--- config.mk ---
export PLATFORM = sky130hd
export DESIGN_NAME = instr_fetch_ctrl
export DESIGN_NICKNAME = d
export VERILOG_FILES = /design/src/rtl/instr_fetch_ctrl.sv
export SDC_FILE = /design/constraint.sdc
export NUM_CORES = 1
export LEC_CHECK = 0
export BUFFER_PORTS_ARGS = -buffer_cell sky130_fd_sc_hd__buf_4
export CAP_MARGIN = 20
export CORE_UTILIZATION = 50
export CTS_BUF_LIST = sky130_fd_sc_hd__clkbuf_8 sky130_fd_sc_hd__clkbuf_16
export DETAILED_ROUTE_END_ITERATION = 8
export GPL_ROUTABILITY_DRIVEN = 0
export PLACE_DENSITY = 0.71
export SYNTH_ARGS = -nofsm -noshare
export SYNTH_HDL_FRONTEND = slang
export SYNTH_SLANG_ARGS = --single-unit
--- constraint.sdc ---
create_clock -name clk -period 5.55 [get_ports clk]
set_clock_uncertainty 0.05 [all_clocks]
set_input_delay 1.11 -clock clk [delete_from_list [all_inputs] [get_ports clk]]
set_output_delay 1.11 -clock clk [all_outputs]
set_load 0.05 [all_outputs]
--- src/rtl/instr_fetch_ctrl.sv ---
// Instruction fetch sequencer: owns the PC, issues single-cycle-latency word reads
// to instruction memory and queues the returned words for decode over valid/ready.
module instr_fetch_ctrl #(
    parameter int                ADDR_W    = 32,
    parameter logic [ADDR_W-1:0] RESET_PC  = '0,
    parameter int                BUF_DEPTH = 2
) (
    input  logic              clk,
    input  logic              rst_n,
    output logic [ADDR_W-1:0] imem_addr,
    output logic              imem_rd,
    input  logic [31:0]       imem_data,
    input  logic              redirect_valid,
    input  logic [ADDR_W-1:0] redirect_pc,
    input  logic              halt,
    output logic              if_valid,
    input  logic              if_ready,
    output logic [31:0]       if_instr,
    output logic [ADDR_W-1:0] if_pc,
    output logic              idle
);

    localparam int               PTR_W   = (BUF_DEPTH > 1) ? $clog2(BUF_DEPTH) : 1;
    localparam int               CNT_W   = PTR_W + 1;
    localparam logic [CNT_W-1:0] DEPTH_C = CNT_W'(BUF_DEPTH);

    typedef enum logic [1:0] {
        START,
        FETCH,
        HALT
    } state_t;

    state_t            state_q;
    logic [ADDR_W-1:0] pc_q;
    logic [ADDR_W-1:0] pc_d;
    logic [ADDR_W-1:0] tagPc_q;
    logic              inflight_q;
    logic [PTR_W-1:0]  rdPtr_q;
    logic [PTR_W-1:0]  wrPtr_q;
    logic [CNT_W-1:0]  count_q;
    logic [CNT_W-1:0]  count_d;
    logic [31:0]       instrBuf_q [BUF_DEPTH];
    logic [ADDR_W-1:0] pcBuf_q    [BUF_DEPTH];

    logic              redirectTaken;
    logic              pop;
    logic              push;
    logic              issue;
    logic [CNT_W-1:0]  occupancy;
    logic [ADDR_W-1:0] redirectTarget;

    assign redirectTaken  = redirect_valid && (state_q != START);
    assign pop            = (count_q != '0) && if_ready;
    assign push           = inflight_q && !redirectTaken;
    assign redirectTarget = redirect_pc & ~ADDR_W'(3);

    // The slot vacated by this cycle's pop counts as free, so a steady
    // if_ready stream sustains one fetch per cycle without ever overflowing.
    assign occupancy = count_q + CNT_W'(inflight_q) - CNT_W'(pop);
    assign issue     = (state_q == FETCH) && !halt && !redirectTaken && (occupancy < DEPTH_C);

    assign imem_rd   = issue;
    assign imem_addr = pc_q;
    assign if_valid  = (count_q != '0);
    assign if_instr  = if_valid ? instrBuf_q[rdPtr_q] : '0;
    assign if_pc     = if_valid ? pcBuf_q[rdPtr_q] : '0;
    assign idle      = (state_q == HALT) && !inflight_q && (count_q == '0);

    always_comb begin
        pc_d    = pc_q;
        count_d = count_q + CNT_W'(push) - CNT_W'(pop);
        if (redirectTaken) begin
            pc_d    = redirectTarget;
            count_d = '0;
        end else if (issue) begin
            pc_d = pc_q + ADDR_W'(4);
        end
    end

    always_ff @(posedge clk) begin
        if (!rst_n) begin
            state_q    <= START;
            pc_q       <= RESET_PC;
            tagPc_q    <= RESET_PC;
            inflight_q <= 1'b0;
            rdPtr_q    <= '0;
            wrPtr_q    <= '0;
            count_q    <= '0;
        end else begin
            case (state_q)
                START:   state_q <= FETCH;
                FETCH:   if (halt) state_q <= HALT;
                HALT:    if (!halt) state_q <= FETCH;
                default: state_q <= START;
            endcase

            pc_q       <= pc_d;
            count_q    <= count_d;
            inflight_q <= issue;
            if (issue) begin
                tagPc_q <= pc_q;
            end

            // A pop in the redirect cycle has already been taken by decode;
            // the flush simply discards everything that remains.
            if (redirectTaken) begin
                rdPtr_q <= '0;
                wrPtr_q <= '0;
            end else begin
                if (push) begin
                    wrPtr_q <= wrPtr_q + PTR_W'(1);
                end
                if (pop) begin
                    rdPtr_q <= rdPtr_q + PTR_W'(1);
                end
            end
        end
    end

    always_ff @(posedge clk) begin
        if (push) begin
            instrBuf_q[wrPtr_q] <= imem_data;
            pcBuf_q[wrPtr_q]    <= tagPc_q;
        end
    end

endmodule

==> results.json, run 1 <==
{
  "status": "finished, final reports clean",
  "finalHoldViolCount": 0,
  "cts_sinks": 192,
  "post-route-drc-count": 0,
  "synth_top_cells_by_area": "edfxtp_1 48%, dfxtp_1 18%, mux2i_1 8.1%",
  "drt-wirelength-per-cell_um": 16.0,
  "yosys.area.top_type": "edfxtp_1",
  "wl_um": 16100,
  "synthesis.area_um2": 7750,
  "synth_seq_area_share": 0.656,
  "hpwl_um": 10800,
  "die_w_um": 127,
  "viasPerCell": 5.50,
  "root_buffer": "clkbuf_16",
  "power.internal_mw": 2.28,
  "cp-end-kind": "output pin",
  "ys_warn_count": 0,
  "antenna_left": 0,
  "grt-ovfl-total": 0,
  "drt_iter0_markers": 423,
  "max_freq_ghz": 0.277,
  "cts_tree": "done",
  "start_util": 0.512,
  "fin_nets": 873,
  "clkPwrFrac": 0.371,
  "ys.flop_type": "edfxtp_1",
  "num-fill-cells": 1161,
  "final_area_um2": 9690,
  "tns_ns": 0,
  "async_flop_share": 0,
  "vdd_drop_max_mv": 0.238,
  "p_comb_frac": 0.107,
  "diodes": 0,
  "drv_cap": 0,
  "worst-setup-path-type": "input port to output pin",
  "die_area_um2": 16000,
  "place_area_um2": 9130,
  "grt_max_degree": 63,
  "slew_viol_final": 0,
  "synthMostInstantiatedCell": "edfxtp_1",
  "via_count": 5519,
  "io_pins": 168,
  "drive_gt1_frac": 0.255,
  "num_rows": 45,
  "syn-instance-count": 651,
  "synth-seq-cells": 192,
  "rsz0062_at_grt": "no",
  "fin_crit_ns": 3.61,
  "die_h_um": 127,
  "hold_buffers": 0,
  "path_clk_slew_ns": 0.07,
  "antenna_found_initial": 0,
  "layout.cells.non_filler": 1003,
  "synth_top_area_frac": 0.480,
  "portBuffers": 161,
  "yosys-top-cells-count": "124 x edfxtp_1, 76 x nand2_1, 71 x nor2_1, 68 x dfxtp_1, 63 x mux2i_1",
  "avgSynthCellArea_um2": 11.9,
  "grt_pass1_wl_um": 25700,
  "ys_types": 45,
  "cts_max_level": 4,
  "synth-edff-count": 124,
  "swShare": 0.254,
  "cts_buffers": 17,
  "crit_path_start_kind": "input port",
  "drt-pass1-iter-count": 5,
  "p_seq_frac": 0.521,
  "grtUsageTotal": 0.207,
  "p_total_mw": 3.06,
  "area_delta_synth_final_pct": 25.0,
  "finalSetupViolations": 0,
  "p_per_area_nw_per_um2": 316,
  "tightest_slew_ns": 1.12,
  "power.switching_mw": 0.778,
  "clockBufferDepth": 2,
  "clk_latency_ns": 0.42,
  "leakage_nw": 3.48,
  "maxSlewHeadroom": 0.256,
  "cts_setup_buffers": 0,
  "dp_cells": 971,
  "holdCritPathClass": "flop to flop",
  "coreArea_um2": 15100,
  "arrival_ns": 2.45,
  "period_share": 0.651,
  "required_ns": 4.39,
  "path_max_fanout": 6,
  "cts.repair.resized": 0,
  "grt_pass1_vias": 5159
}
==> critical path: stages <==
cell and delay [ns]:
buf_4 0.13, nor2b_1 0.19, mux2i_1 0.55, nand2_1 0.14, inv_1 0.12, buf_4 0.21
==> sequential cells by signal, summed over array words and instances (netlist names), named ones only <==
signal	count
instrBuf_q	64
inflight_q	1
imem_addr	30
count_q	2
tagPc_q	30
state_q	2
wrPtr_q	1
pcBuf_q	60
rdPtr_q	1
==> cells by family (layout without fill, tap and decap cells) <==
logic type      after synthesis  in the layout  synth area share
mux                          64             64            0.0828
other cells                   1              4          0.000484
simple gates                223            223             0.136
xor+xnor                     22             22            0.0249
flops                       192            192             0.656
compound gates              100            100            0.0707
buf+inv                      46            207            0.0244
fa+ha+maj                     3              3           0.00452
==> power groups by stage <==
stage	Combinational (mW)	Clock, mW	Sequential, mW
2_1_floorplan	0.161	0	1.67
3_3_place_gp	0.324	0	1.62
3_5_place_dp	0.328	0	1.62
4_1_cts	0.329	1.15	1.59
5_1_grt	0.348	1.21	1.60
6_report	0.328	1.14	1.59
==> final timing paths <==
kind,cells past startpoint,endpoint,slack [ns],startpoint
setup / recovery,6,imem_rd,1.94,if_ready
hold / removal,0,pcBuf_q[1][2],0.40,tagPc_q[2]
setup reg to reg,5,imem_addr[31],2.78,state_q[0]
hold reg to reg,0,pcBuf_q[1][2],0.40,tagPc_q[2]
==> placed cells by master, fill, tap and decap left out, types with 3 or more instances in the layout <==
cell        count
or3_1           5
dfxtp_1        67
nor4_1         10
nor3_1          5
edfxtp_1      124
nor4b_1         4
nand3_1        13
or4_1           6
nor2b_1         3
clkbuf_16      18
clkinvlp_4      3
and3_1          4
xor2_1          7
o31ai_1         3
a21oi_1        48
inv_4           3
buf_4         168
mux2i_1        63
nor2_1         69
nand2_1        76
inv_1           8
nand4_1        12
a31oi_1         6
conb_1          4
o2111ai_1       3
xnor2_1        15
o21ai_0        31
==> cell type report <==
type / instances / area, µm² / share of cell area
multi-input combinational: 416 / 2510 / 0.260
timing repair buffer: 168 / 1260 / 0.130
clock inverter: 12 / 81.3 / 0.00840
tap: 188 / 235 / 0.0243
clock buffer: 20 / 478 / 0.0493
inverter: 7 / 26.3 / 0.00271
sequential: 192 / 5090 / 0.525
==> per-stage QoR <==
stage / hold WS, ns / util / setup slack [ns]
final: 0.405 / 0.639 / 1.94
after floorplan: 0.375 / - / 0.763
after detailed placement: 0.389 / 0.603 / 1.96
after global placement: 0.383 / 0.603 / 1.98
after CTS: 0.406 / 0.639 / 1.96
after global routing: 0.424 / 0.639 / 1.80
==> routing by layer <==
metal | wire length [µm] | track usage | up-vias
met5 | 0 | 0 | -
li1 | - | - | 2659
met4 | 267 | 0.0843 | 0
met2 | 7350 | 0.314 | 214
met1 | 7510 | 0.290 | 2623
met3 | 951 | 0.0451 | 23
(Power assumes the default switching activity.)
==> inputs of run 2 (changes only) <==
--- a/config.mk
+++ b/config.mk
@@ -5,13 +5,14 @@
 export SDC_FILE = /design/constraint.sdc
 export NUM_CORES = 1
 export LEC_CHECK = 0
+export ABC_AREA = 1
 export BUFFER_PORTS_ARGS = -buffer_cell sky130_fd_sc_hd__buf_4
 export CAP_MARGIN = 20
 export CORE_UTILIZATION = 50
 export CTS_BUF_LIST = sky130_fd_sc_hd__clkbuf_8 sky130_fd_sc_hd__clkbuf_16
 export DETAILED_ROUTE_END_ITERATION = 8
 export GPL_ROUTABILITY_DRIVEN = 0
-export PLACE_DENSITY = 0.71
+export PLACE_DENSITY = 0.74
 export SYNTH_ARGS = -nofsm -noshare
 export SYNTH_HDL_FRONTEND = slang
 export SYNTH_SLANG_ARGS = --single-unit
==> constraint.sdc (replaced) <==
create_clock -name clk -period 2.9 [get_ports clk]
set_clock_uncertainty 0.05 [all_clocks]
set_input_delay 0.58 -clock clk [delete_from_list [all_inputs] [get_ports clk]]
set_output_delay 0.58 -clock clk [all_outputs]
set_load 0.05 [all_outputs]
==> run 2 against run 1 <==
Area after synthesis grew 7.8%. Sequential share of layout area decreased by 3.4 points. Die area grew 7.7%. Sequential power grew 95%. First-iteration DRC count down 14%. Largest power group unchanged. Setup slack worse by 1.6 ns. Global-route usage grew 0.89 points. Via count is 20% higher. Critical path type is now flop to output pin. Combinational power increased to 3.0 times the previous value. Highest routed layer unchanged. Clock power increased by 110%. Critical path depth fell by 2. Count of clock-buffer cells in the layout down 3.
==> results.json, run 2 <==
{
  "status": "finished, final reports clean",
  "antenna_found_initial": 0,
  "die_w_um": 131,
  "grt-ovfl-total": 0,
  "vdd_drop_max_mv": 0.507,
  "clockBufferDepth": 2,
  "drt_iter0_markers": 364,
  "layout_common_cells": "264 x nand2_1, 167 x buf_4, 152 x nor2_1",
  "fin_util": 0.643,
  "finalHoldViolCount": 0,
  "grt_max_degree": 63,
  "die_h_um": 131,
  "clk_latency_ns": 0.44,
  "synth_top_cells_by_area": "edfxtp_1 45%, dfxtp_1 16%, nand2_1 12%",
  "cts_buffers": 17,
  "required_ns": 2.27,
  "io_pins": 168,
  "largest-register": "instrBuf_q",
  "synth-seq-cells": 192,
  "cp-end-kind": "output pin",
  "reg.largest.list": "instrBuf_q: 64 flops, pcBuf_q: 60 flops",
  "layout.cells.non_filler": 1311,
  "path_max_fanout": 62,
  "synth-edff-count": 124,
  "antenna_left": 0,
  "viasPerCell": 5.03,
  "drt-pass1-iter-count": 5,
  "rsz0062_at_grt": "no",
  "leakage_nw": 4.21,
  "synthesis.area_um2": 8360,
  "cts.repair.resized": 0,
  "tns_ns": 0,
  "cts_sinks": 192,
  "grt_pass1_wl_um": 29500,
  "holdCritPathClass": "input port to flop",
  "slew_viol_final": 0,
  "via_count": 6597,
  "p_per_area_nw_per_um2": 619,
  "largest_reg_flops": 64,
  "wl_um": 18200,
  "drv_cap": 0,
  "syn-instance-count": 936,
  "ys_types": 33,
  "dp_cells": 1279,
  "mostFrequentLayoutCell": "nand2_1",
  "grt_pass1_vias": 6009,
  "maxSlewHeadroom": 0.548,
  "drive_gt1_frac": 0.214,
  "yosys.area.top_type": "edfxtp_1",
  "num_rows": 46,
  "p_total_mw": 6.41,
  "async_flop_share": 0,
  "area_delta_synth_final_pct": 24.0,
  "die_area_um2": 17200,
  "portBuffers": 161,
  "num-fill-cells": 1359,
  "ys.flop_type": "edfxtp_1",
  "coreArea_um2": 16100,
  "worst-setup-path-type": "flop to output pin",
  "arrival_ns": 1.96,
  "cts_tree": "done",
  "cts_max_level": 4,
  "tightest_slew_ns": 0.677,
  "ys_warn_count": 0,
  "diodes": 0,
  "path_clk_slew_ns": 0.07,
  "max_freq_ghz": 0.387,
  "cts_setup_buffers": 0,
  "avgSynthCellArea_um2": 8.93,
  "synthMostInstantiatedCell": "nand2_1",
  "crit_path_start_kind": "flop",
  "grtUsageTotal": 0.216,
  "period_share": 0.892,
  "finalSetupViolations": 0,
  "root_buffer": "clkbuf_16",
  "post-route-drc-count": 0,
  "drt-wirelength-per-cell_um": 13.9,
  "synth_top_area_frac": 0.446,
  "fin_crit_ns": 2.59,
  "start_util": 0.519,
  "hold_buffers": 0,
  "yosys-top-cells-count": "264 x nand2_1, 155 x nor2_1, 124 x edfxtp_1, 87 x a21oi_1, 68 x dfxtp_1",
  "fin_nets": 1153,
  "hpwl_um": 12100,
  "synth_seq_area_share": 0.608
}
run 2: metal layers:
| metal | wire, µm | vias to the layer above | GRT usage |
|---|---|---|---|
| li1 | - | 3381 | - |
| met1 | 8190 | 2987 | 0.287 |
| met2 | 8550 | 206 | 0.346 |
| met3 | 1180 | 23 | 0.0525 |
| met4 | 261 | 0 | 0.0704 |
| met5 | 0 | - | 0 |
run 2: cells by family after synthesis:
kind of cell             Yosys count  share of synthesized area
AND/OR/NAND/NOR                  494                      0.243
other                              1                   0.000449
AO/OA/AOI/OAI                    148                     0.0928
buffers and inverters             95                     0.0487
XOR/XNOR                           4                    0.00419
adder cells (fa/ha/maj)            2                    0.00299
flip-flops                       192                      0.608
run 2: path summary, 6_finish.rpt:
| check | startpoint | to | slack (ns) | cells past startpoint |
|---|---|---|---|---|
| hold / removal | imem_data[3] | instrBuf_q[1][3] | 0.27 | 1 |
| setup / recovery | flop | if_pc[7] | 0.31 | 4 |
| setup reg to reg | state_q[1] | imem_addr[15] | 0.83 | 8 |
| hold reg to reg | tagPc_q[14] | pcBuf_q[0][14] | 0.41 | 0 |
run 2: power by group:
group / switching [mW] / total [mW] / internal, mW / leakage, nW
Sequential: 0.107 / 3.10 / 2.99 / 1.65
Combinational: 0.664 / 0.971 / 0.308 / 2.28
Clock: 1.05 / 2.34 / 1.30 / 0.287
run 2: worst max-delay path, cell delays in order (launching register included):
cell and delay (ns):
dfxtp_2 0.34, buf_4 0.54, nand2_1 0.12, a21oi_1 0.27
buf_4 0.25
run 2: per-stage QoR:
stage,hold slack (ns),setup slack (ns),instance area [µm²]
CTS,0.261,0.297,10400
global route,0.255,0.225,10400
detailed placement,0.392,0.618,9760
finish,0.271,0.314,10400
global placement,0.382,0.641,9760
floorplan,0.376,-0.0982,8380
run 2: cell type report:
type,instances,area [µm²],share of cell area
clock buffer,17,425,0.0411
clock inverter,15,174,0.0168
inverter,49,184,0.0178
multi-input combinational,652,2910,0.281
sequential,192,5090,0.491
tap,216,270,0.0261
timing repair buffer,170,1310,0.127
